File: src/rtl/mux21_32.sv
// 2:1 word multiplexer with a zero-latency combinational output and
// registered copies of the result and select for pipelined consumers.
module mux21_32 #(
   parameter int               WIDTH       = 32,
   parameter logic [WIDTH-1:0] RESET_VALUE = '0
) (
   input  logic             clk,
   input  logic             rst_n,
   input  logic [WIDTH-1:0] data0,
   input  logic [WIDTH-1:0] data1,
   input  logic             select,
   output logic [WIDTH-1:0] output_data,
   output logic [WIDTH-1:0] output_data_q,
   output logic             select_q,
   output logic             select_changed
);

   // Plain conditional operator: with an X select, bits on which the two
   // operands agree still resolve to the common value.
   assign output_data = select ? data1 : data0;

   always_ff @(posedge clk or negedge rst_n) begin
      if (!rst_n) begin
         output_data_q  <= RESET_VALUE;
         select_q       <= 1'b0;
         select_changed <= 1'b0;
      end else begin
         output_data_q  <= output_data;
         select_q       <= select;
         select_changed <= (select != select_q);
      end
   end

endmodule

File: config.mk
export PLATFORM = sky130hd
export DESIGN_NAME = mux21_32
export DESIGN_NICKNAME = d
export VERILOG_FILES = /design/src/rtl/mux21_32.sv
export SDC_FILE = /design/constraint.sdc
export NUM_CORES = 1
export LEC_CHECK = 0
export ABC_CLOCK_PERIOD_IN_PS = 1100
export CAP_MARGIN = 15
export CORE_UTILIZATION = 50
export CTS_BUF_LIST = sky130_fd_sc_hd__clkbuf_8
export DETAILED_ROUTE_END_ITERATION = 12
export DONT_BUFFER_PORTS = 1
export PLACE_DENSITY = 0.61
export SYNTH_ARGS = -nofsm -noshare
export SYNTH_HDL_FRONTEND = slang
export SYNTH_SLANG_ARGS = --single-unit
File: constraint.sdc
create_clock -name clk -period 1.1 [get_ports clk]
set_input_delay 0.165 -clock clk [delete_from_list [all_inputs] [get_ports clk]]
set_output_delay 0.165 -clock clk [all_outputs]
set_load 0.005 [all_outputs]
# After elaboration in Yosys (flattened, before gate mapping)
# Index checks and enable logic that the tools add are counted.
# word_totals
ff_bits,34
input_bits,67
mem_count,0
rom_bits,0
word_cells,5
latch_bits,0
output_inout_bits,66
ram_bits,0
# op_classes
addsub,0
n_eq_ne,1
div,0
n_shift,0
n_mul,0
n_bitwise,0
reduce_logical,0
n_mux,1
order_cmp,0
# op_table
op,n
2-to-1 mux 32 bit,1
inequality test 1 bit,1

# Depth between registers and ports, before layout
# Gate-level depths: netlist (run 1).
# depth
depth_word,1
ltp_mapped,3
ltp_nobuf,1

# Least setup slack after synthesis (run 1)
# No wires, ideal clock.
# synth_path
kind,input to output
startpoint,in select
endpoint,out output_data[0]
path_stages,3
arrival_time_ns,0.729
path_slack_ns,0.206
t_required_ns,0.935
path_cell_list,buf_6 -> buf_12 -> mux2_4
# synth_between
elab_chain_cells,1
# synth_lines
item,line,source
"start, declared",11,"input logic select,"
2-to-1 mux 32 bit,20,assign output_data = select ? data1 : data0;
"end, declared",12,"output logic [WIDTH-1:0] output_data,"
# Every way passes these cells.

# Worst setup path in the final report (run 1)
# layout_path
startpoint,reg select_q
endpoint,out select_q
# layout_lines
item,line,source
"start, declared",14,"output logic select_q,"
"start signal, assigned",29,select_q <= select;
# No word-level cell between the ends.

==> flow_summary_export.csv, run 1 <==
group,metric,value,unit
outcome,status,"finished, final reports clean",
synthesis,netlist_instances,71,
finish,fillers,199,
sta,finalCritPeriodShare,75.8,%
finish,syn_to_final_growth,6.97,%
routing,drc,0,
routing,wirelength,2.29,mm
finish,drive_above_1_share,51.3,%
routing,ant_nets,0,
die,coreArea,2570,sq um
sta,min_period,0.834,ns
finish,antenna_cells,0,
worst_hold_path,hold_class,"input pin to flop",
synthesis,yosys.area_share.simple,0,%
synthesis,synth-seq-cells,34,
placement,placed_area,1370,sq um
global_routing,grt_pass1_vias,608,
synthesis,synth.yosys.warnings,0,
synthesis,synth_xor_area_share,0.626,%
critical_path,crit_type,"flop to primary output",
power_and_ir_drop,peakVddDrop,0.00121,V
sta,hold_violations,0,
sta,setup_viol,0,
synthesis,synth.most_common_cell,"dfrtp_1",
critical_path,cp.depth,0,
sta,rsz0062_at_grt,"false",
synthesis,synth_compound_area_share,0,%
cts,clk_pin_slew,0.06,ns
sta,tns,0,ns
critical_path,timing.reg2reg.setup_slack,0.44,ns
synthesis,yosys.area.top_type_share,60.8,%
cts,numClockSinks,34,
power_and_ir_drop,p_leak,0.720,nW
routing,drtIter0Drc,6,
power_and_ir_drop,power.density,1680,nW/um^2
routing,vias_per_cell,5.99,
cts,cts_buffer_depth,2,
worst_hold_path,min_to,"output_data_q[22]",
power_and_ir_drop,power.total,2.51,mW
critical_path,startpoint_type,"flop",
run,cap_violations,0,
worst_hold_path,min_from,"data1[22]",
sta,clock-skew-final,0.000117,ns
cts,cts_root_buffer,"clkbuf_8",
synthesis,ys.flop_type,"dfrtp_1",
critical_path,worstPathRequired,0.94,ns
critical_path,timing.rr.end,"select_changed",
routing,drt-wirelength-per-cell,21.2,um
routing,drtPass1Iterations,4,
placement,port_buffers,0,
placement,gp_congestion,0.609,
synthesis,yosys.area.top_type,"dfrtp_1",
synthesis,syn_avg_cell_area,19.7,sq um
synthesis,synthAdderAreaFrac,0,%
synthesis,syn_nets,138,
global_routing,grt_pass1_wl,2.69,mm
synthesis,synth_cell_types,6,
sta,maxSlewViolCount,0,
critical_path,r2r-start,"select_q",
worst_hold_path,hold_depth,1,
finish,fin_util,58.3,%
global_routing,grt_max_degree,35,
cts,post_cts_resize_count,0,
finish,stdcell_area,1500,sq um
global_routing,antenna_found_initial,0,
die,rows,18,
cts,cts_tree,"yes",
critical_path,critPathArrivalTime,0.67,ns
synthesis,synth_mux_area_share,33.5,%
die,initial_core_util,54.5,%
critical_path,path_max_fanout,2,
sta,max-slew-margin-rel,88.4,%
die,io_pins,133,
critical_path,end_kind,"primary output",
sta,fmax,1.20,GHz
global_routing,overflow,0,
critical_path,r2r_cells,1,
synthesis,ys_seq_area_share,60.8,%
finish,finalNetCount,144,
cts,clock_latency,0.27,ns
synthesis,synthArstFlopShare,100,%
die,die_width,54.9,um
global_routing,grt_usage,14.1,%
routing,vias,647,
synthesis,synth_edf_count,0,
cts,htree_levels,2,
cts,cts_buffers,5,
synthesis,synth_area_leaders,"dfrtp_1, mux2_4, buf_12, mux2_2, buf_6",
synthesis,yosys-top-cells-count,"dfrtp_1, mux2_4, buf_12, mux2_2",
die,die_area,3020,sq um
synthesis,synth_top_family_by_area,"multiplexers",
die,die_h,54.9,um
sta,worstMarginPinSlew,0.173,ns
synthesis,syn_area,1400,sq um
==> area by class of cell <==
cell class                 instances  area [sq um]  share of cell area [%]
clock buffer                       6          82.6                    5.51
tap                               30          37.5                    2.51
sequential                        34           851                    56.8
multi-input combinational         33           478                    31.9
timing repair buffer               3          40.0                    2.67
clock inverter                     2          8.76                   0.585
==> cells in the final DEF (no fill, tap or decap) <==
master	count
buf_12	1
clkbuf_8	6
clkinv_2	1
dfrtp_1	34
dlygate4sd3_1	2
inv_1	1
mux2_2	3
mux2_4	29
xor2_1	1
==> sequential cells by signal (all words and copies together) (netlist names) <==
name	count
output_data_q	32
select_changed	1
select_q	1
==> power by group <==
group	internal (mW)	switching [mW]	total (mW)
combinational	0.149	0.0909	0.240
sequential	1.35	0.0504	1.40
clock	0.494	0.382	0.877
total	1.99	0.524	2.51
==> metrics by stage <==
stage	setup slack, ns	hold WS (ns)	instances
after floorplan	0.206	-0.131	71
after global placement	0.438	-0.130	97
after detailed placement	0.426	-0.130	97
after CTS	0.252	0.0442	108
after global routing	0.230	0.0365	108
final	0.266	0.0580	108
==> cell families (layout without fill, tap and decap cells) <==
group	count (synthesis)	in the layout
multiplexers	32	32
flip-flops	34	34
XOR/XNOR	1	1
buffers and inverters	4	11
==> routing by layer <==
layer	wire length (um)	share of wire (%)	track usage, %	up-vias
li1	-	-	-	255
met1	635	28	11.6	311
met2	1220	53	23.7	75
met3	398	17	9.56	6
met4	37	1.6	10.0	0
met5	0	0	0	-
==> how the worst max path moves through the flow <==
stage | startpoint | endpoint | slack, ns
2_1_floorplan | select | output_data[0] | 0.21
5_1_grt | select_q | select_q | 0.23
3_5_place_dp | select | output_data[30] | 0.43
3_3_place_gp | select | output_data[29] | 0.44
4_1_cts | select_q | select_q | 0.25
6_report | select_q | select_q | 0.27
==> what timing repair did <==
action | in CTS | in global routing
endpoints found under the hold margin | 36 | 0
hold buffers | 3 | 0
buffers inserted | 0 | 0
Power figures use the tool's default switching activity.
==> run 2: changes to the inputs <==
--- a/config.mk
+++ b/config.mk
@@ -5,7 +5,7 @@
 export SDC_FILE = /design/constraint.sdc
 export NUM_CORES = 1
 export LEC_CHECK = 0
-export ABC_CLOCK_PERIOD_IN_PS = 1100
+export ABC_CLOCK_PERIOD_IN_PS = 900
 export CAP_MARGIN = 15
 export CORE_UTILIZATION = 50
 export CTS_BUF_LIST = sky130_fd_sc_hd__clkbuf_8
==> constraint.sdc (replaced) <==
create_clock -name clk -period 0.9 [get_ports clk]
set_input_delay 0.135 -clock clk [delete_from_list [all_inputs] [get_ports clk]]
set_output_delay 0.135 -clock clk [all_outputs]
set_load 0.005 [all_outputs]
==> run 2 against run 1 <==
Net effect: the run now ends with negative hold slack left; sequential cell count unchanged; wire length up 2.8%; first-iteration DRC count is the same; clock-buffer cell count increased by 2; die area stayed put; cell count decreased by 1.9%; combinational power increased by 5%; largest cell class unchanged; highest routed layer unchanged.
==> flow_summary_export.csv, run 2 (same netlist as run 1, synthesis figures left out) <==
group,metric,value,unit
power_and_ir_drop,peakVddDrop,0.00149,V
sta,worstMarginPinSlew,0.106,ns
power_and_ir_drop,power.density,2160,nW/um^2
finish,final_cell_mix,"dfrtp_1, mux2_4, clkbuf_8",
finish,final_common_cell,"dfrtp_1",
critical_path,crit_end,"select_q",
cts,cts_buffers,5,
cts,cts_root_buffer,"clkbuf_8",
sta,tns,0,ns
critical_path,timing.reg2reg.setup_slack,0.24,ns
global_routing,grt_pass1_wl,2.78,mm
die,rows,18,
finish,multi_input_area,478,sq um
critical_path,r2r_cells,1,
critical_path,startpoint_type,"flop",
routing,drtIter0Drc,6,
sta,maxSlewViolCount,0,
die,die_h,54.9,um
critical_path,crit_type,"flop to primary output",
finish,finalNetCount,142,
critical_path,cp.depth,0,
critical_path,path_max_fanout,2,
outcome,violations,"negative hold slack",
cts,cts-hold-fix-buffers,1,
finish,drive_above_1_share,52.6,%
sta,finalCritPeriodShare,89.8,%
finish,largest_register_ffs,32,
cts,htree_levels,2,
global_routing,antenna_found_initial,0,
global_routing,overflow,0,
global_routing,grt_pass1_vias,596,
die,die_width,54.9,um
cts,post_cts_resize_count,0,
placement,port_buffers,0,
routing,vias_per_cell,6.01,
finish,fillers,195,
finish,syn_to_final_growth,6.17,%
die,io_pins,133,
run,cap_violations,0,
routing,ant_nets,0,
critical_path,timing.rr.end,"select_changed",
finish,seq_area,851,sq um
global_routing,grt_max_degree,35,
power_and_ir_drop,p_leak,0.712,nW
cts,numClockSinks,34,
cts,clk_pin_slew,0.06,ns
routing,drt-wirelength-per-cell,22.2,um
sta,timing.hold.ws,-0.448,ns
cts,clock_latency,0.27,ns
routing,drtPass1Iterations,2,
sta,hold_violations,34,
sta,clock-skew-final,0.000165,ns
outcome,status,"complete, but fails checks",
worst_hold_path,hold_class,"input pin to async pin",
sta,fmax,1.24,GHz
critical_path,end_kind,"primary output",
cts,cts_tree,"yes",
finish,antenna_cells,0,
finish,largest_register,"output_data_q",
routing,vias,637,
sta,setup_viol,0,
sta,min_period,0.808,ns
finish,fin_util,57.9,%
placement,gp_congestion,0.609,
finish,largestRegisters,"output_data_q (32), select_changed (1), select_q (1)",
routing,wirelength,2.35,mm
sta,rsz0062_at_grt,"false",
die,coreArea,2570,sq um
routing,drc,0,
critical_path,r2r-start,"select_q",
die,die_area,3020,sq um
critical_path,worstPathRequired,0.76,ns
sta,max-slew-margin-rel,92.9,%
global_routing,grt_usage,14.6,%
cts,cts_buffer_depth,2,
die,initial_core_util,54.5,%
critical_path,critPathArrivalTime,0.67,ns
critical_path,critPathLaunch,"select_q",
run 2: changes by cell type in the layout (fill, tap and decap cells not counted):
| cell | before | now |
|---|---|---|
| clkbuf_8 | 6 | 8 |
| inv_1 | 1 | 0 |
| clkinv_2 | 1 | 0 |
| buf_12 | 1 | 0 |
| dlygate4sd3_1 | 2 | 1 |
run 2: how the worst min path moves through the flow:
stage	from	endpoint	cells past startpoint
after floorplan	rst_n	output_data_q[0]	0
after global placement	rst_n	output_data_q[15]	0
after detailed placement	rst_n	output_data_q[15]	0
after CTS	rst_n	output_data_q[9]	0
after global routing	rst_n	output_data_q[9]	0
final	rst_n	output_data_q[23]	0
run 2: repair_timing:
item	in CTS	in global routing
buffers inserted	0	0
setup endpoints to repair	0	0
endpoints found under the hold margin	36	34
run 2: area by class of cell:
cell class / count / area share, %
multi-input combinational: 33 / 32.2
tap: 30 / 2.53
clock buffer: 8 / 7.41
timing repair buffer: 1 / 0.673
sequential: 34 / 57.2
run 2: through the flow:
stage,hold WS (ns),setup WS [ns],power [mW],instance area (sq um),cells
finish,-0.448,0.0921,3.21,1490,106
global route,-0.473,0.0535,3.37,1490,106
CTS,-0.464,0.0721,3.27,1490,106
detailed placement,-0.160,0.243,1.99,1370,97
global placement,-0.160,0.253,1.99,1370,97
floorplan,-0.161,0.0665,2.01,1400,71
run 2: where the power goes:
group          switching (mW)  leakage (nW)  internal [mW]
sequential             0.0632         0.396           1.65
clock                   0.477        0.0575          0.771
combinational          0.0828         0.258          0.171
run 2: routing by layer:
metal | up-vias | part of all wire (%) | global-route usage, %
met2 | 75 | 54 | 23.3
met4 | 0 | 0.64 | 11.3
met5 | - | 0 | 0
met3 | 2 | 15 | 8.74
met1 | 310 | 31 | 13.3
li1 | 250 | - | -
==> run 3: changes to the inputs <==
--- a/config.mk
+++ b/config.mk
@@ -11,6 +11,7 @@
 export CTS_BUF_LIST = sky130_fd_sc_hd__clkbuf_8
 export DETAILED_ROUTE_END_ITERATION = 12
 export DONT_BUFFER_PORTS = 1
+export HOLD_SLACK_MARGIN = 0.15
 export PLACE_DENSITY = 0.61
 export SYNTH_ARGS = -nofsm -noshare
 export SYNTH_HDL_FRONTEND = slang
==> run 3 against run 2 <==
Net effect: maximum frequency down 6.6%; combinational power rose by 65%; core utilization increased by 12 points; sequential cell count unchanged; total power rose by 5.7%; critical endpoint is now output_data_q[11]; sequential share of layout area fell by 10 points; clock skew about the same; die area is the same; sequential power about the same; register-to-register slack hardly changed; clock power barely moved; via count grew 21%; critical path type is now input pin to flop; highest routed layer unchanged; the run still ends with negative hold slack left.
==> flow_summary_export.csv, run 3 (same netlist as run 1, synthesis figures left out) <==
group,metric,value,unit
routing,drt-wirelength-per-cell,20.6,um
finish,finalNetCount,174,
critical_path,worstPathRequired,1.06,ns
sta,worstMarginPinSlew,0.106,ns
cts,cts_root_buffer,"clkbuf_8",
sta,finalWorstSetupSlack,0.0348,ns
critical_path,r2r-start,"select_q",
die,die_area,3020,sq um
sta,tns,0,ns
finish,antenna_cells,0,
critical_path,startpoint_type,"input pin",
global_routing,gr-usage-met1,15.5,%
critical_path,critPathLaunch,"select",
finish,seq_area,851,sq um
cts,cts_buffers,5,
routing,drtIter0Drc,2,
power_and_ir_drop,peakVddDrop,0.00148,V
cts,clk_pin_slew,0.06,ns
critical_path,critical_path.max_stage_delay,0.57,ns
routing,vias,772,
routing,ant_nets,0,
die,initial_core_util,54.5,%
sta,clock-skew-final,0.000305,ns
sta,timing.hold.ws,-0.452,ns
routing,drc,0,
global_routing,grt_max_degree,35,
cts,cts-hold-fix-buffers,33,
outcome,status,"complete, but fails checks",
global_routing,grt_usage,18.3,%
die,die_h,54.9,um
sta,max-slew-margin-rel,92.9,%
global_routing,antenna_found_initial,0,
sta,min_period,0.865,ns
sta,hold_violations,34,
outcome,violations,"negative hold slack",
power_and_ir_drop,power.net_switching,0.671,mW
run,cap_violations,0,
finish,multi_input_area,478,sq um
die,io_pins,133,
finish,syn_to_final_growth,29.0,%
sta,maxSlewViolCount,0,
critical_path,cp_slowest_cell,"dlygate4sd3_1",
routing,wirelength,2.84,mm
routing,vias_per_cell,5.59,
cts,clock_latency,0.27,ns
finish,final_cell_mix,"dfrtp_1, dlygate4sd3_1, mux2_4",
critical_path,crit_family,"buffers and inverters",
cts,numClockSinks,34,
global_routing,busiest_layer,"met2",
sta,finalCritPeriodShare,96.1,%
finish,largest_register_ffs,32,
finish,drive_above_1_share,37.0,%
power_and_ir_drop,power.total,3.39,mW
global_routing,grt_pass1_wl,3.53,mm
global_routing,overflow,0,
sta,setup_viol,0,
finish,largestRegisters,"output_data_q (32), select_changed (1), select_q (1)",
critical_path,path_buf_inv,1,
sta,fmax,1.16,GHz
sta,rsz0062_at_grt,"false",
power_and_ir_drop,p_comb_share,12.3,%
cts,cts_buffer_depth,2,
critical_path,timing.reg2reg.setup_slack,0.24,ns
placement,port_buffers,0,
global_routing,met3_usage,9.56,%
routing,drtPass1Iterations,3,
power_and_ir_drop,power.density,1880,nW/um^2
power_and_ir_drop,internal-power,2.72,mW
global_routing,grtUsageMet2,32.9,%
finish,largest_register,"output_data_q",
finish,fin_util,70.4,%
cts,cts_tree,"yes",
placement,dpl_worst_slack,0.243,ns
critical_path,timing.rr.end,"select_changed",
critical_path,crit_type,"input pin to flop",
worst_hold_path,hold_class,"input pin to async pin",
power_and_ir_drop,clkPwrFrac,37.3,%
critical_path,crit_chain,"mux2_4 -> dlygate4sd3_1",
critical_path,r2r_cells,1,
power_and_ir_drop,swShare,19.8,%
power_and_ir_drop,power_frac_seq,50.4,%
power_and_ir_drop,p_leak,0.846,nW
die,die_width,54.9,um
critical_path,path_max_fanout,33,
die,coreArea,2570,sq um
finish,fillers,174,
critical_path,critPathArrivalTime,1.02,ns
critical_path,end_kind,"flop",
cts,htree_levels,2,
die,rows,18,
global_routing,grt_pass1_vias,771,
finish,final_common_cell,"dfrtp_1",
placement,gp_congestion,0.609,
[run 3: final cells by class]
cell class              count  area share [%]
clock buffers               8            6.09
flip-flops and latches     34            47.1
multi-input cells          33            26.5
repair buffers             33            18.3
well taps                  30            2.08
[run 3: stage by stage]
step | cells | area [sq um] | hold WS [ns]
after floorplan | 71 | 1400 | -0.161
after global routing | 138 | 1810 | -0.473
after detailed placement | 97 | 1370 | -0.160
final | 138 | 1810 | -0.452
after CTS | 138 | 1810 | -0.464
after global placement | 97 | 1370 | -0.160
[run 3: power by group through the flow]
stage          registers, mW  logic, mW  clock network [mW]
2_1_floorplan           1.72      0.293                   0
3_3_place_gp            1.74      0.251                   0
3_5_place_dp            1.74      0.255                   0
4_1_cts                 1.71      0.411                1.30
5_1_grt                 1.73      0.449                1.37
6_report                1.71      0.418                1.27
[run 3: worst max-delay path by stage]
stage | to | slack (ns) | cells after the start
after floorplan | output_data[0] | 0.07 | 3
after global routing | output_data_q[30] | 0.04 | 2
after CTS | output_data_q[29] | 0.04 | 2
after detailed placement | select_changed | 0.24 | 1
final | output_data_q[11] | 0.03 | 2
after global placement | select_changed | 0.25 | 1
[run 3: per-layer routing]
metal  share of wire (%)  vias to the layer above
met1                  29                      375
met4                 1.2                        0
met3                  14                        4
met2                  56                       78
met5                   0                        -
li1                    -                      315
[run 3: timing repair]
action,in CTS,in global routing
endpoints found under the hold margin,68,34
gates resized for setup,0,0
buffers inserted,0,0
